===== src/rtl/lsu_pkg.sv =====
// Shared definitions for the LSU arbiter: per-port FSM states and default widths.
package lsu_pkg;
  localparam int LMEM_DEF = 8;
  localparam int TAM_DEF  = 16;

  typedef enum logic [1:0] {
    IDLE  = 2'd0,
    ISSUE = 2'd1,
    WAIT  = 2'd2,
    RESP  = 2'd3
  } lsu_state_t;
endpackage


===== src/rtl/lsu_port_fsm.sv =====
// One core port: latches an accepted request, strobes DataMEM once, captures
// the read data and presents a single-cycle response.
module lsu_port_fsm
  import lsu_pkg::*;
#(
  parameter int Lmem = LMEM_DEF,
  parameter int TAM  = TAM_DEF
) (
  input  logic           clk,
  input  logic           rst,
  input  logic           i_accept,
  input  logic           i_write,
  input  logic [TAM-1:0] i_addr,
  input  logic [TAM-1:0] i_data,
  input  logic [TAM-1:0] i_mem_rdata,
  output logic           o_ready_base,
  output logic           o_resp_valid,
  output logic [TAM-1:0] o_resp_data,
  output logic           o_resp_err,
  output logic [TAM-1:0] o_data_in,
  output logic [TAM-1:0] o_data_addr,
  output logic           o_data_write,
  output logic           o_data_load
);
  lsu_state_t     r_state;
  lsu_state_t     w_state_next;
  logic [TAM-1:0] r_addr;
  logic [TAM-1:0] r_data;
  logic           r_write;
  logic           r_err;
  logic [TAM-1:0] r_resp_data;
  logic           w_take;

  assign w_take = i_accept & o_ready_base;

  always_ff @(posedge clk or negedge rst) begin
    if (!rst) begin
      r_state     <= IDLE;
      r_addr      <= '0;
      r_data      <= '0;
      r_write     <= 1'b0;
      r_err       <= 1'b0;
      r_resp_data <= '0;
    end else begin
      r_state <= w_state_next;
      if (w_take) begin
        r_addr  <= i_addr;
        r_data  <= i_data;
        r_write <= i_write;
        r_err   <= (i_addr[TAM-1:Lmem] != '0);
      end
      // Memory data is valid exactly while WAIT; stores and faulted requests report 0.
      if (r_state == WAIT)
        r_resp_data <= (!r_write && !r_err) ? i_mem_rdata : '0;
    end
  end

  always_comb begin
    w_state_next = r_state;
    o_data_write = 1'b0;
    o_data_load  = 1'b0;
    o_ready_base = (r_state == IDLE) || (r_state == RESP);
    case (r_state)
      IDLE:  if (w_take) w_state_next = ISSUE;
      ISSUE: begin
        o_data_write = r_write & ~r_err;
        o_data_load  = ~r_write & ~r_err;
        w_state_next = WAIT;
      end
      WAIT:  w_state_next = RESP;
      RESP:  w_state_next = w_take ? ISSUE : IDLE;
      default: w_state_next = IDLE;
    endcase
  end

  assign o_resp_valid = (r_state == RESP);
  assign o_resp_err   = (r_state == RESP) & r_err;
  assign o_resp_data  = r_resp_data;
  assign o_data_in    = r_data;
  assign o_data_addr  = r_addr;
endmodule


===== src/rtl/lsu_arbiter.sv =====
// Two-core load/store arbiter in front of DataMEM: per-port FSMs plus
// round-robin resolution of same-address conflicts involving a store.
module lsu_arbiter
  import lsu_pkg::*;
#(
  parameter int Ncores = 2,
  parameter int Lmem   = LMEM_DEF,
  parameter int TAM    = TAM_DEF
) (
  input  logic              clk,
  input  logic              rst,
  input  logic              reqValid0,
  input  logic              reqValid1,
  input  logic              reqWrite0,
  input  logic              reqWrite1,
  input  logic [TAM-1:0]    reqAddr0,
  input  logic [TAM-1:0]    reqAddr1,
  input  logic [TAM-1:0]    reqData0,
  input  logic [TAM-1:0]    reqData1,
  output logic              reqReady0,
  output logic              reqReady1,
  output logic              respValid0,
  output logic              respValid1,
  output logic [TAM-1:0]    respData0,
  output logic [TAM-1:0]    respData1,
  output logic              respErr0,
  output logic              respErr1,
  output logic [TAM-1:0]    dataIN0,
  output logic [TAM-1:0]    dataIN1,
  output logic [TAM-1:0]    dataADDR0,
  output logic [TAM-1:0]    dataADDR1,
  output logic [Ncores-1:0] dataWrite,
  output logic [Ncores-1:0] dataLoad,
  input  logic [TAM-1:0]    dataOUT0,
  input  logic [TAM-1:0]    dataOUT1,
  output logic [7:0]        conflictCnt
);
  logic           r_rr_ptr;
  logic [7:0]     r_conflict_cnt;
  logic           w_conflict;
  logic [1:0]     w_ready_base;
  logic [1:0]     w_want;
  logic [1:0]     w_ready;
  logic [1:0]     w_valid;
  logic [1:0]     w_write;
  logic [1:0]     w_resp_valid;
  logic [1:0]     w_resp_err;
  logic [TAM-1:0] w_addr      [2];
  logic [TAM-1:0] w_data      [2];
  logic [TAM-1:0] w_mem_rdata [2];
  logic [TAM-1:0] w_resp_data [2];
  logic [TAM-1:0] w_data_in   [2];
  logic [TAM-1:0] w_data_addr [2];

  assign w_valid        = {reqValid1, reqValid0};
  assign w_write        = {reqWrite1, reqWrite0};
  assign w_addr[0]      = reqAddr0;
  assign w_addr[1]      = reqAddr1;
  assign w_data[0]      = reqData0;
  assign w_data[1]      = reqData1;
  assign w_mem_rdata[0] = dataOUT0;
  assign w_mem_rdata[1] = dataOUT1;

  assign w_want     = w_valid & w_ready_base;
  // Loads to the same word never clash; only a store makes ordering matter.
  assign w_conflict = w_want[0] & w_want[1] & (|w_write) &
                      (reqAddr0[Lmem-1:0] == reqAddr1[Lmem-1:0]);
  assign w_ready[0] = w_ready_base[0] & ~(w_conflict & r_rr_ptr);
  assign w_ready[1] = w_ready_base[1] & ~(w_conflict & ~r_rr_ptr);

  generate
    for (genvar gi = 0; gi < 2; gi++) begin : g_port
      lsu_port_fsm #(.Lmem(Lmem), .TAM(TAM)) u_fsm (
        .clk          (clk),
        .rst          (rst),
        .i_accept     (w_valid[gi] & w_ready[gi]),
        .i_write      (w_write[gi]),
        .i_addr       (w_addr[gi]),
        .i_data       (w_data[gi]),
        .i_mem_rdata  (w_mem_rdata[gi]),
        .o_ready_base (w_ready_base[gi]),
        .o_resp_valid (w_resp_valid[gi]),
        .o_resp_data  (w_resp_data[gi]),
        .o_resp_err   (w_resp_err[gi]),
        .o_data_in    (w_data_in[gi]),
        .o_data_addr  (w_data_addr[gi]),
        .o_data_write (dataWrite[gi]),
        .o_data_load  (dataLoad[gi])
      );
    end
  endgenerate

  always_ff @(posedge clk or negedge rst) begin
    if (!rst) begin
      r_rr_ptr       <= 1'b0;
      r_conflict_cnt <= '0;
    end else if (w_conflict) begin
      r_rr_ptr <= ~r_rr_ptr;
      if (r_conflict_cnt != 8'hFF)
        r_conflict_cnt <= r_conflict_cnt + 8'd1;
    end
  end

  assign reqReady0   = w_ready[0];
  assign reqReady1   = w_ready[1];
  assign respValid0  = w_resp_valid[0];
  assign respValid1  = w_resp_valid[1];
  assign respErr0    = w_resp_err[0];
  assign respErr1    = w_resp_err[1];
  assign respData0   = w_resp_data[0];
  assign respData1   = w_resp_data[1];
  assign dataIN0     = w_data_in[0];
  assign dataIN1     = w_data_in[1];
  assign dataADDR0   = w_data_addr[0];
  assign dataADDR1   = w_data_addr[1];
  assign conflictCnt = r_conflict_cnt;
endmodule


===== config.mk =====
export PLATFORM = sky130hd
export DESIGN_NAME = lsu_arbiter
export DESIGN_NICKNAME = d
export VERILOG_FILES = /design/src/rtl/lsu_pkg.sv /design/src/rtl/lsu_port_fsm.sv /design/src/rtl/lsu_arbiter.sv
export SDC_FILE = /design/constraint.sdc
export NUM_CORES = 1
export LEC_CHECK = 0
export ABC_AREA = 1
export BUFFER_PORTS_ARGS = -buffer_cell sky130_fd_sc_hd__buf_4
export CELL_PAD_IN_SITES_DETAIL_PLACEMENT = 2
export CELL_PAD_IN_SITES_GLOBAL_PLACEMENT = 2
export CORE_ASPECT_RATIO = 1.1
export CORE_UTILIZATION = 28
export CTS_BUF_LIST = sky130_fd_sc_hd__clkbuf_4
export DETAILED_ROUTE_END_ITERATION = 7
export MAX_ROUTING_LAYER = met4
export PLACE_DENSITY_LB_ADDON = 0.1
export SYNTH_ARGS = -nofsm -noshare
export SYNTH_HDL_FRONTEND = slang
export SYNTH_SLANG_ARGS = --single-unit

===== constraint.sdc =====
create_clock -name clk -period 2.8 [get_ports clk]
set_clock_uncertainty 0.1 [all_clocks]
set_input_delay 0.56 -clock clk [delete_from_list [all_inputs] [get_ports clk]]
set_output_delay 0.56 -clock clk [all_outputs]
set_load 0.005 [all_outputs]

# After elaboration in Yosys (flattened, before gate mapping)
# Cells that the tools add are included.
# Widths: inputs -> output; s select.
dict set report totals {
  reg_bits 113
  in_bits 102
  output_inout_bits 114
  wordCells 76
}
dict set report op_classes {
  add_sub_neg 1
  n_eq_ne 10
  mux 12
  bitwise 25
  reduce_logical 14
}
# operator count
set op_table {}
lappend op_table {{$mux 16} 2}
lappend op_table {{$and 1x1->1} 17}
lappend op_table {{$pmux 2 s4} 2}
lappend op_table {{$reduce_bool 8->1} 2}
lappend op_table {{$add 8x1->8 const B} 1}
lappend op_table {{$eq 2x2->1 const B} 4}
lappend op_table {{$eq 8x8->1} 1}
lappend op_table {{$ne 8x8->1 const B} 1}
lappend op_table {{$not 1->1} 7}
lappend op_table {{$mux 1} 6}
lappend op_table {{$eq 2x1->1 const B} 2}
lappend op_table {{$logic_not 1->1} 4}
lappend op_table {{$logic_not 2->1} 2}
lappend op_table {{$mux 2} 2}
lappend op_table {{$ne 2x1->1 const B} 2}
lappend op_table {{$and 2x2->2} 1}
lappend op_table {{$logic_and 1x1->1} 2}
lappend op_table {{$logic_or 1x1->1} 2}
lappend op_table {{$reduce_and 2->1} 1}
lappend op_table {{$reduce_or 2->1} 1}

# Longest topological paths before layout
# Gate-level depths: netlist (run 1).
dict set report depth {
  word_depth 13
  mapped_depth 13
  mapped_depth_nobuf 12
}

# By module
# A second synthesis (run 1) with hierarchy kept.
dict set report unflattened {
  hier_cells 637
  hier_area_um2 5248.8
}
# mod instances cells_per_inst area_each_um2 seq_area_each_um2
set modules_own_cells {}
lappend modules_own_cells {lsu_port_fsm 2 244 2185.8 1301.2}
lappend modules_own_cells {lsu_arbiter 1 149 877.1 225.2}

# Least setup slack after synthesis (run 1)
# Ideal clock, no wire load.
dict set report synth_timing {
  kind {flip-flop to output port}
  startpoint {register g_port[1].u_fsm.r_state[0]}
  endpoint {output port reqReady0}
  arrival_ps 1407
  t_required_ps 2140
  setup_slack_ps 733
  path_stages_with_launch 7
  n_path_buf 0
  cell_sequence {dfrtp_1 inv_1 ha_1 nor2_8 o211ai_4 nor2_4 a31oi_1}
}
dict set report synth_between {
  elab_chain_cells 9
  elab_cells_between_ends 10
  classes_between {eq/ne: 1; bitwise: 7; reduce/logical: 2}
}
# element line
set synth_lines {}
lappend synth_lines {{start: declaration} lsu_port_fsm.sv:25} ;# lsu_state_t r_state;
lappend synth_lines {{start signal: assignment} lsu_port_fsm.sv:45} ;# r_state <= w_state_next;
lappend synth_lines {{$eq 2x2->1 / $logic_not 2->1 (equally long branches)} lsu_port_fsm.sv:62} ;# o_ready_base = (r_state == IDLE) || (r_state == RESP);
lappend synth_lines {{$logic_or 1x1->1 (*)} lsu_port_fsm.sv:62}
lappend synth_lines {{$and 2x2->2 (*)} lsu_arbiter.sv:64} ;# assign w_want = w_valid & w_ready_base;
lappend synth_lines {{$and 1x1->1 (*) (3 in series)} lsu_arbiter.sv:66} ;# assign w_conflict = w_want[0] & w_want[1] & (|w_write) &
lappend synth_lines {{$and 1x1->1 (*)} lsu_arbiter.sv:68} ;# assign w_ready[0] = w_ready_base[0] & ~(w_conflict & r_rr_ptr);
lappend synth_lines {{$not 1->1 (*)} lsu_arbiter.sv:68}
lappend synth_lines {{$and 1x1->1 (*)} lsu_arbiter.sv:68}
lappend synth_lines {{end: declaration} lsu_arbiter.sv:20} ;# output logic reqReady0,
# Mark *: on every way between the ends. The rest lies on a longest branch, timed or not.

# Final worst setup path (run 1)
dict set report layout_timing {
  startpoint {register g_port[1].u_fsm.r_state[1]}
  endpoint {output port reqReady0}
}
# Same word-level chain as after synthesis.

==> flow_summary.yaml, run 1 <==
clock_tree:
  clock_latency_ns: 0.53
  htreeDepth: 4
  cts_buffers: 17
  cts_buffer_depth: 2
  clk_pin_slew_ns: 0.12
  cts-root-buf: "clkbuf_4"
  cts.sinks: 113
  cts_tree: "built"
finish:
  fin_area_mm2: 0.007287
  nets: 907
  area_growth_pct: 44.95
  layout-drive-gt1-share_pct: 34.70
worst_setup_path:
  path_max_fanout: 5
  reg2regPathDepth: 11
  reg2reg_to: "g_port[0].u_fsm.r_err"
  reg2reg_slack_ns: 0.42
  critPathBufInv: 2
  max_stage_delay_ns: 0.41
  critical_path.reg2reg.startpoint: "g_port[1].u_fsm.r_state[1]"
  cp_slowest_cell: "dfrtp_1"
  crit_family: "flip-flops"
  crit_chain: "inv_2, ha_2, nor2_8, o211ai_4, nor2_4, a31oi_1, buf_4"
  worstSetupPathType: "flip-flop to primary output"
  worst_ep_arrival_time_ns: 2.02
  worstPathRequired_ns: 2.14
  cp-end-kind: "primary output"
  worstSetupStartpointType: "flip-flop"
synthesis:
  synthesis.nets: 681
  synth_seq_cells: 113
  netlist-cell-type-count: 28
  yosys_warnings: 0
  post_synth.cell_area_avg_um2: 8.851
  synthCells: 568
  yosysSeqAreaShare_pct: 56.25
  netlist_area_mm2: 0.005027
timing:
  tightest_slew_ns: 0.6336
  timing.final.crit_share_pct: 95.73
  whs_ns: 0.1494
  finalSetupViolCount: 0
  fmax_mhz: 373.1
  hold_violations: 0
  tns_ns: 0
  relSlewSlack_pct: 57.76
  timing.final.max_slew_violations: 0
  fin_crit_ns: 2.680
min_path:
  hold_class: "input pin to flip-flop"
  min_path_cells: 3
  hold_start: "reqData0[15]"
  holdPathEnd: "g_port[0].u_fsm.o_data_in[15]"
floorplanning:
  chipWidth_um: 129.8
  coreArea_mm2: 0.01761
  rows: 51
  start_util_pct: 28.55
  die-area_mm2: 0.01850
  die_h_um: 142.5
  ios: 216
global_routing:
  grt_usage_pct: 19.41
  overflow: 0
  antenna_found_initial: 1
  grt_pass1_wl_mm: 26.39
  grt_pass1_vias: 5236
  grt_max_degree: 46
drt:
  viasPerCell: 4.558
  first_pass_iters: 4
  ant_nets: 0
  routed_wl_mm: 16.79
  wl_per_cell_um: 16.05
  drc: 0
  vias: 4768
  drt_iter0_markers: 86
pwr:
  leakagePower_nw: 3.859
  vdd_drop_max_uv: 324.2
  cellPowerDensity_mw_per_mm2: 938.5
placement:
  dpl_cell_area_mm2: 0.006923
  numPortBuffers: 215
  gp_congestion: 0.7514
  hpwlAfterDp_mm: 12.82
job:
  drv_cap: 0
outcome:
  status: "complete, no violations"
-- cells by family (layout without fill, tap and decap cells) --
family / Yosys count / count (layout) / synth area share (%)
xor+xnor: 9 / 9 / 1.568
other cells: 0 / 1 / 0
fa+ha+maj: 11 / 11 / 2.738
simple gates: 272 / 272 / 24.27
compound gates: 66 / 66 / 6.943
flops: 113 / 113 / 56.25
buf+inv: 97 / 336 / 8.238
-- Yosys cell counts (all sizes together) --
master / count / area [um2]
clkbuf: 14 / 53.80
nor3b: 2 / 15.01
xor2: 5 / 43.79
o211ai: 1 / 21.27
buf: 15 / 105.1
nor4: 2 / 12.51
o21ai: 62 / 310.3
xnor2: 4 / 35.03
dfrtp: 113 / 2828
nand2: 160 / 608.1
nand3: 83 / 432.9
inv: 68 / 255.2
nor2: 16 / 98.84
nand4: 6 / 37.54
nor3: 3 / 15.01
a31oi: 2 / 12.51
ha: 11 / 137.6
a21oi: 1 / 5.000
-- final cells by class --
cell class | count | area [um2]
diodes | 1 | 2.502
clock buffers | 20 | 150.1
clock inverters | 12 | 141.4
fillers | 2038 | 10320
inverters | 68 | 255.2
multi-input cells | 358 | 1800
flip-flops and latches | 113 | 2828
well taps | 238 | 297.8
repair buffers | 236 | 1812
-- state kept, by name, indices dropped and copies added (netlist names) --
name,count
g_port.u_fsm.o_resp_data,32
g_port.u_fsm.r_state,4
g_port.u_fsm.o_data_addr,32
conflictCnt,8
g_port.u_fsm.r_err,2
r_rr_ptr,1
g_port.u_fsm.o_data_in,32
g_port.u_fsm.r_write,2
-- cells in the final DEF (no fill, tap or decap), types with 3 or more instances in the layout --
cell type	count
buf_12	3
buf_4	232
bufinv_16	3
clkbuf_4	20
clkinv_2	4
dfrtp_1	113
ha_1	9
inv_1	65
inv_2	3
nand2_1	157
nand2_2	3
nand3_1	81
nand4_1	6
nor2_1	12
nor2_4	3
nor3_1	3
o21ai_0	53
o21ai_1	9
xnor2_1	4
xor2_1	5
-- power by group --
part	leakage [nW]	switching, mW	internal, mW	total (mW)
clock	0.158	0.646	0.637	1.28
sequential	1.43	0.360	2.21	2.57
combinational	2.27	1.57	1.41	2.99
-- tightest hold or removal path: stages --
cell and delay (ns):
buf_4 0.08, nand3_1 0.06, nand2_1 0.07
-- metrics by stage --
stage          setup slack [ns]  instances  total power, mW  util, %
2_1_floorplan            0.7331        568            3.976        -
3_3_place_gp             0.5163       1006            5.398    39.31
3_5_place_dp             0.3736       1006            5.586    39.31
6_report                 0.1197       1046            6.839    41.38
4_1_cts                0.005676       1044            6.973    41.25
5_1_grt               -0.003156       1046            7.422    41.38
-- metal layers --
metal	GRT usage (%)	vias to the layer above	share of wire, %
met1	20.92	2331	40
met5	-	-	0
li1	-	2264	-
met3	5.977	24	7.0
met4	8.078	0	2.1
met2	32.87	149	51
-- how the worst max path moves through the flow --
stage	cells past startpoint	slack, ns	end	from
4_1_cts	7	0.006	reqReady0	g_port[0].u_fsm.r_state[0]
3_5_place_dp	7	0.37	g_port[1].u_fsm.o_data_addr[0]	g_port[1].u_fsm.r_state[0]
5_1_grt	7	-0.003	reqReady0	g_port[1].u_fsm.r_state[1]
3_3_place_gp	8	0.52	g_port[1].u_fsm.o_data_addr[4]	g_port[1].u_fsm.r_state[0]
6_report	7	0.12	reqReady0	g_port[1].u_fsm.r_state[1]
2_1_floorplan	6	0.73	reqReady0	g_port[1].u_fsm.r_state[0]
-- timing repair --
action	CTS	global route
buffers inserted	5	1
hold endpoints to repair	42	0
pin swaps	1	1
hold buffers	1	0
resized for setup	3	2
endpoints found under the setup margin	2	2
Note: power is estimated with default switching activity, not from simulation.
==> run 2: changes to the inputs <==
CORE_UTILIZATION = 30   (was 28)
clock period = 3.15 ns   (was 2.8 ns; I/O delays follow)
==> run 2 against run 1 <==
Total power is 13% lower; global-route usage increased by 1.2 points; final area shrank 2.3%; the run now ends with DRC left; sequential power down 11%; hold slack improved by 0.074 ns; largest cell class unchanged; die area is 6.6% lower.
==> flow_summary.yaml, run 2 (synthesis gave the netlist of run 1 again) <==
outcome:
  status: "complete, but fails checks"
  violations: "DRC"
clock_tree:
  post-cts-setup-buffers: 0
  post_cts_resize_count: 0
  cts.sinks: 113
  cts_tree: "built"
  clk_pin_slew_ns: 0.11
  htreeDepth: 4
  clock_latency_ns: 0.53
  cts-root-buf: "clkbuf_4"
  cts_buffer_depth: 2
  holdBufCountCts: 1
  cts_buffers: 17
worst_setup_path:
  path_max_fanout: 5
  worstSetupStartpointType: "flip-flop"
  max_stage_delay_ns: 0.43
  worstPathRequired_ns: 2.42
  crit_chain: "inv_1, ha_1, nor2_8, o211ai_4, nor2_4, a31oi_1, buf_4"
  cp-end-kind: "primary output"
  worst_ep_arrival_time_ns: 2.17
  worstSetupPathType: "flip-flop to primary output"
  cp_slowest_cell: "dfrtp_1"
placement:
  gp_congestion: 0.7687
  numPortBuffers: 215
  hpwlAfterDp_mm: 12.78
  placedCellCount: 967
global_routing:
  grt_pass1_wl_mm: 26.43
  grt_usage_pct: 20.56
  grt_max_degree: 48
  antenna_found_initial: 0
  overflow: 0
  grt_pass1_vias: 5039
finish:
  final_cell_mix: "buf_4, nand2_1, dfrtp_1, nand3_1, inv_1"
  nets: 896
  diodes: 0
  final_core_util_pct: 43.49
  layout-drive-gt1-share_pct: 33.17
  area_growth_pct: 41.61
  instances_no_fill: 1000
  final_common_cell: "buf_4"
pwr:
  vdd_drop_max_uv: 281.6
  leakagePower_nw: 3.796
  cellPowerDensity_mw_per_mm2: 832.4
floorplanning:
  coreArea_mm2: 0.01637
  chipWidth_um: 125.4
  ios: 216
  die-area_mm2: 0.01728
  die_h_um: 137.8
  rows: 49
  start_util_pct: 30.71
drt:
  viasPerCell: 4.666
  ant_nets: 0
  drt_iter0_markers: 164
  routed_wl_mm: 16.67
  vias: 4666
  drc: 15
  first_pass_iters: 6
  wl_per_cell_um: 16.67
timing:
  fin_crit_ns: 2.901
  hold_violations: 0
  rsz0062_at_grt: "false"
  timing.final.max_slew_violations: 0
  timing.final.crit_share_pct: 92.09
  whs_ns: 0.2238
  relSlewSlack_pct: 29.75
  tns_ns: 0
  finalSetupViolCount: 0
  tightest_slew_ns: 1.050
  fmax_mhz: 344.7
min_path:
  hold_class: "input pin to flip-flop"
job:
  drv_cap: 0
[run 2: cell count changes in the layout (fill, tap and decap cells not counted), sizes merged]
cell and delta:
diode -1, buf -11
[run 2: routing by layer]
| layer | track usage [%] | share of wire (%) | vias to the layer above |
|---|---|---|---|
| met4 | 7.182 | 1.7 | 0 |
| met1 | 22.83 | 40 | 2278 |
| met3 | 5.942 | 6.8 | 18 |
| li1 | - | - | 2236 |
| met5 | - | 0 | - |
| met2 | 35.43 | 51 | 134 |
[run 2: through the flow]
stage / power [mW] / instance area (um2) / setup WS [ns]
after floorplan: 3.534 / 5027 / 1.013
after global placement: 4.729 / 6818 / 0.7423
after detailed placement: 4.898 / 6818 / 0.5982
after CTS: 6.070 / 7119 / 0.1589
after global routing: 6.431 / 7119 / 0.06958
final: 5.926 / 7119 / 0.2490
[run 2: final timing paths]
path | cells past startpoint | endpoint | slack (ns) | start
min | 3 | g_port[1].u_fsm.o_resp_data[5] | 0.22 | dataOUT1[5]
max reg2reg | 10 | g_port[1].u_fsm.r_state[0] | 0.63 | g_port[1].u_fsm.r_state[0]
max in group asynchronous | 3 | g_port[1].u_fsm.o_data_in[3] | 1.60 | rst
max | 7 | reqReady0 | 0.25 | g_port[1].u_fsm.r_state[0]
min in group asynchronous | 2 | g_port[0].u_fsm.o_resp_data[5] | 0.57 | rst
min reg2reg | 2 | g_port[0].u_fsm.o_data_in[12] | 0.39 | g_port[0].u_fsm.o_data_in[12]
[run 2: area by class of cell]
cell class,count,area [um2]
Fill cell,1804,9250
Sequential cell,113,2828
Multi-Input combinational cell,358,1785
Timing Repair Buffer,225,1704
Inverter,68,255.2
Tap cell,204,255.2
Clock buffer,20,150.1
Clock inverter,12,141.4
[run 2: report_power, final]
group | internal, mW | leakage, nW | total [mW] | switching (mW)
registers | 1.96 | 1.43 | 2.29 | 0.323
logic | 1.15 | 2.21 | 2.51 | 1.36
clock network | 0.567 | 0.158 | 1.13 | 0.565
[run 2: worst max-delay path: cells and delay by family (launching register included)]
kind            cells  cell delay (ns)
flops               1             0.43
fa+ha+maj           1             0.40
simple gates        2             0.33
buf+inv             2             0.27
compound gates      2             0.22
==> run 3: changes to the inputs <==
ABC_AREA = default   (was 1)
CORE_UTILIZATION = 32   (was 30)
==> run 3 against run 2 <==
The run ends with setup timing left; largest cell class unchanged; highest routed layer unchanged; global-route usage rose by 0.069 points; count of clock-buffer cells in the layout rose by 1; cell count fell by 15%; area after synthesis fell by 3.4%; register-to-register slack got worse by 0.45 ns; synthesized cell count fell by 30%; total power rose by 5.1%; critical path depth rose by 1; utilization rose by 6.2 points; wire length fell by 6.7%; first-iteration DRC count fell by 27%.
==> flow_summary.yaml, run 3 <==
outcome:
  status: "complete, but fails checks"
  violations: "setup timing"
pwr:
  leakagePower_nw: 3.492
  p_seq_share_pct: 35.5
  power_frac_comb_pct: 43.5
  switching_power_mw: 1.953
  switching_share_pct: 31.35
  clkPwrFrac_pct: 21.0
  p_int_mw: 4.276
  cellPowerDensity_mw_per_mm2: 857.9
  vdd_drop_max_uv: 404.7
  power_mw: 6.229
worst_setup_path:
  max_stage_delay_ns: 0.44
  crit_chain: "inv_4, ha_4, nor2b_4, or3b_4, or3_4, nor2_4, nor2_4, buf_6"
  critPathBufInv: 2
  path_max_fanout: 3
  worstSetupStartpointType: "flip-flop"
  cpMostUsedCell: "nor2_4"
  cp_slowest_cell: "dfrtp_2"
  worstPathRequired_ns: 2.42
  reg2regPathDepth: 10
  worst_ep_arrival_time_ns: 2.51
  cp.depth: 8
  cp-end-kind: "primary output"
  crit_family: "simple AND/OR/NAND/NOR gates"
  worstSetupPathType: "flip-flop to primary output"
clock_tree:
  clk_pin_slew_ns: 0.11
  cts_buffer_depth: 2
  clock_latency_ns: 0.55
  cts-root-buf: "clkbuf_4"
  cts_buffers: 17
  cts_tree: "built"
  htreeDepth: 4
  cts.sinks: 113
drt:
  wl_per_cell_um: 18.38
  routed.top_layer: "met4"
  routed_wl_mm: 15.55
  first_pass_iters: 4
  drc: 0
  viasPerCell: 4.689
  vias: 3967
  wl_met1_mm: 5.991
  route.met2.wl_mm: 8.502
  drt_iter0_markers: 119
  ant_nets: 0
  routed-wl-met3_um: 846
synthesis:
  ys.flop_type: "dfrtp_1"
  netlist-cell-type-count: 38
  yosysMostFrequentCell: "dfrtp_1"
  synthArstFlopShare_pct: 100.0
  synth_top_area_share_pct: 58.23
  yosys-top-cells-area: "dfrtp_1, mux2_2, o21ai_0"
  yosys.area_share.adder_pct: 2.834
  post_synth.cell_area_avg_um2: 12.26
  synth_compound_area_share_pct: 5.849
  synth-simple-area-share_pct: 8.838
  synth.largest_area_cell: "dfrtp_1"
  synthMuxAreaShare_pct: 16.85
  synth_edf_count: 0
  yosys-top-cells-count: "dfrtp_1, mux2_2, nand2_1"
  synthesis.nets: 509
  synthCells: 396
  synth_top_family_by_area: "multiplexers"
  synth_xor_xnor_area_share_pct: 2.525
  synth_seq_cells: 113
  yosys_warnings: 0
  yosysSeqAreaShare_pct: 58.23
  netlist_area_mm2: 0.004856
global_routing:
  grt_usage_pct: 20.63
  grt_pass1_wl_mm: 24.13
  grt_max_degree: 48
  grt_pass1_vias: 4518
  overflow: 0
  antenna_found_initial: 1
floorplanning:
  coreArea_mm2: 0.01462
  chipWidth_um: 119.5
  start_util_pct: 33.22
  die-area_mm2: 0.01567
  die_h_um: 131.2
  ios: 216
  rows: 46
placement:
  dp_worst_setup_slack_ns: 0.1415
  hpwlAfterDp_mm: 11.15
  dpl_cell_area_mm2: 0.006728
  numPortBuffers: 215
  gp_congestion: 0.7756
timing:
  timing.final.max_slew_violations: 0
  fin_crit_ns: 3.237
  relSlewSlack_pct: 63.22
  fmax_mhz: 308.9
  hold_violations: 0
  setup_slack_ns: -0.08691
  timing.final.crit_share_pct: 102.8
  whs_ns: 0.1845
  finalSetupViolCount: 2
  tightest_slew_ns: 0.5517
  rsz0062_at_grt: "true"
min_path:
  hold_class: "input pin to flip-flop"
  min_path_cells: 3
job:
  drv_cap: 0
finish:
  area_growth_pct: 49.52
  fin_area_mm2: 0.007261
  final_cell_mix: "buf_4, dfrtp_1, mux2_2, nand2_1, o21ai_0"
  nets: 753
  layout-drive-gt1-share_pct: 54.36
  final_core_util_pct: 49.67
  final_common_cell: "buf_4"
run 3: changes by cell type after synthesis, sizes merged, moves of 10 or more:
| cell | change |
|---|---|
| nand2 | -121 |
| inv | -32 |
| nand3 | -76 |
| mux2 | +70 |
| xnor2 | +10 |
| o21ai | -26 |
run 3: worst min-delay path, delay by kind of cell:
kind | cells | cell delay [ns]
buffers and inverters | 1 | 0.08
AND/OR/NAND/NOR | 1 | 0.03
AO/OA/AOI/OAI | 1 | 0.06
run 3: path summary, 6_finish.rpt:
kind | start | to | slack (ns)
setup reg to reg | g_port[1].u_fsm.r_state[0] | g_port[1].u_fsm.o_data_in[11] | 0.18
hold / removal | dataOUT0[2] | g_port[0].u_fsm.o_resp_data[2] | 0.18
hold reg to reg | g_port[1].u_fsm.o_data_in[15] | g_port[1].u_fsm.o_data_in[15] | 0.42
setup / recovery | g_port[1].u_fsm.r_state[0] | reqReady1 | -0.09
min in group asynchronous | rst | g_port[1].u_fsm.o_resp_data[11] | 0.48
max in group asynchronous | rst | g_port[0].u_fsm.o_data_in[3] | 1.62
run 3: cell type report:
cell class / instances / area (um2)
clock inverters: 11 / 186.4
inverters: 36 / 137.6
diodes: 1 / 2.502
clock buffers: 21 / 157.7
well taps: 192 / 240.2
multi-input cells: 231 / 1867
repair buffers: 241 / 1841
fillers: 1532 / 7358
flip-flops and latches: 113 / 2829
run 3: metrics by stage:
stage	TNS, ns	std cells
6_report	-0.1720	846
5_1_grt	-0.3568	846
4_1_cts	-0.1562	839
3_5_place_dp	0	797
3_3_place_gp	0	797
2_1_floorplan	0	396
run 3: cell families after synthesis:
group / Yosys count
multiplexers: 73
AO/OA/AOI/OAI: 49
flip-flops: 113
buffers and inverters: 52
adder cells (fa/ha/maj): 11
AND/OR/NAND/NOR: 84
XOR/XNOR: 14
run 3: repair_timing:
item	in CTS	in global routing
hold buffers	1	0
hold endpoints to repair	31	0
buffers inserted	9	6
pin swaps	1	1
setup endpoints to repair	2	2
resized for setup	12	4
run 3: routing by layer:
metal | vias up | GRT usage [%]
li1 | 1820 | -
met1 | 1989 | 22.31
met2 | 137 | 36.35
met3 | 21 | 5.773
met4 | 0 | 6.250
met5 | - | -
run 3: power groups by stage:
stage / logic [mW] / clock network (mW) / registers [mW]
4_1_cts: 2.63 / 1.35 / 2.22
3_5_place_dp: 2.45 / 0 / 2.26
2_1_floorplan: 1.17 / 0 / 2.23
3_3_place_gp: 2.35 / 0 / 2.21
6_report: 2.71 / 1.31 / 2.21
5_1_grt: 2.93 / 1.41 / 2.27
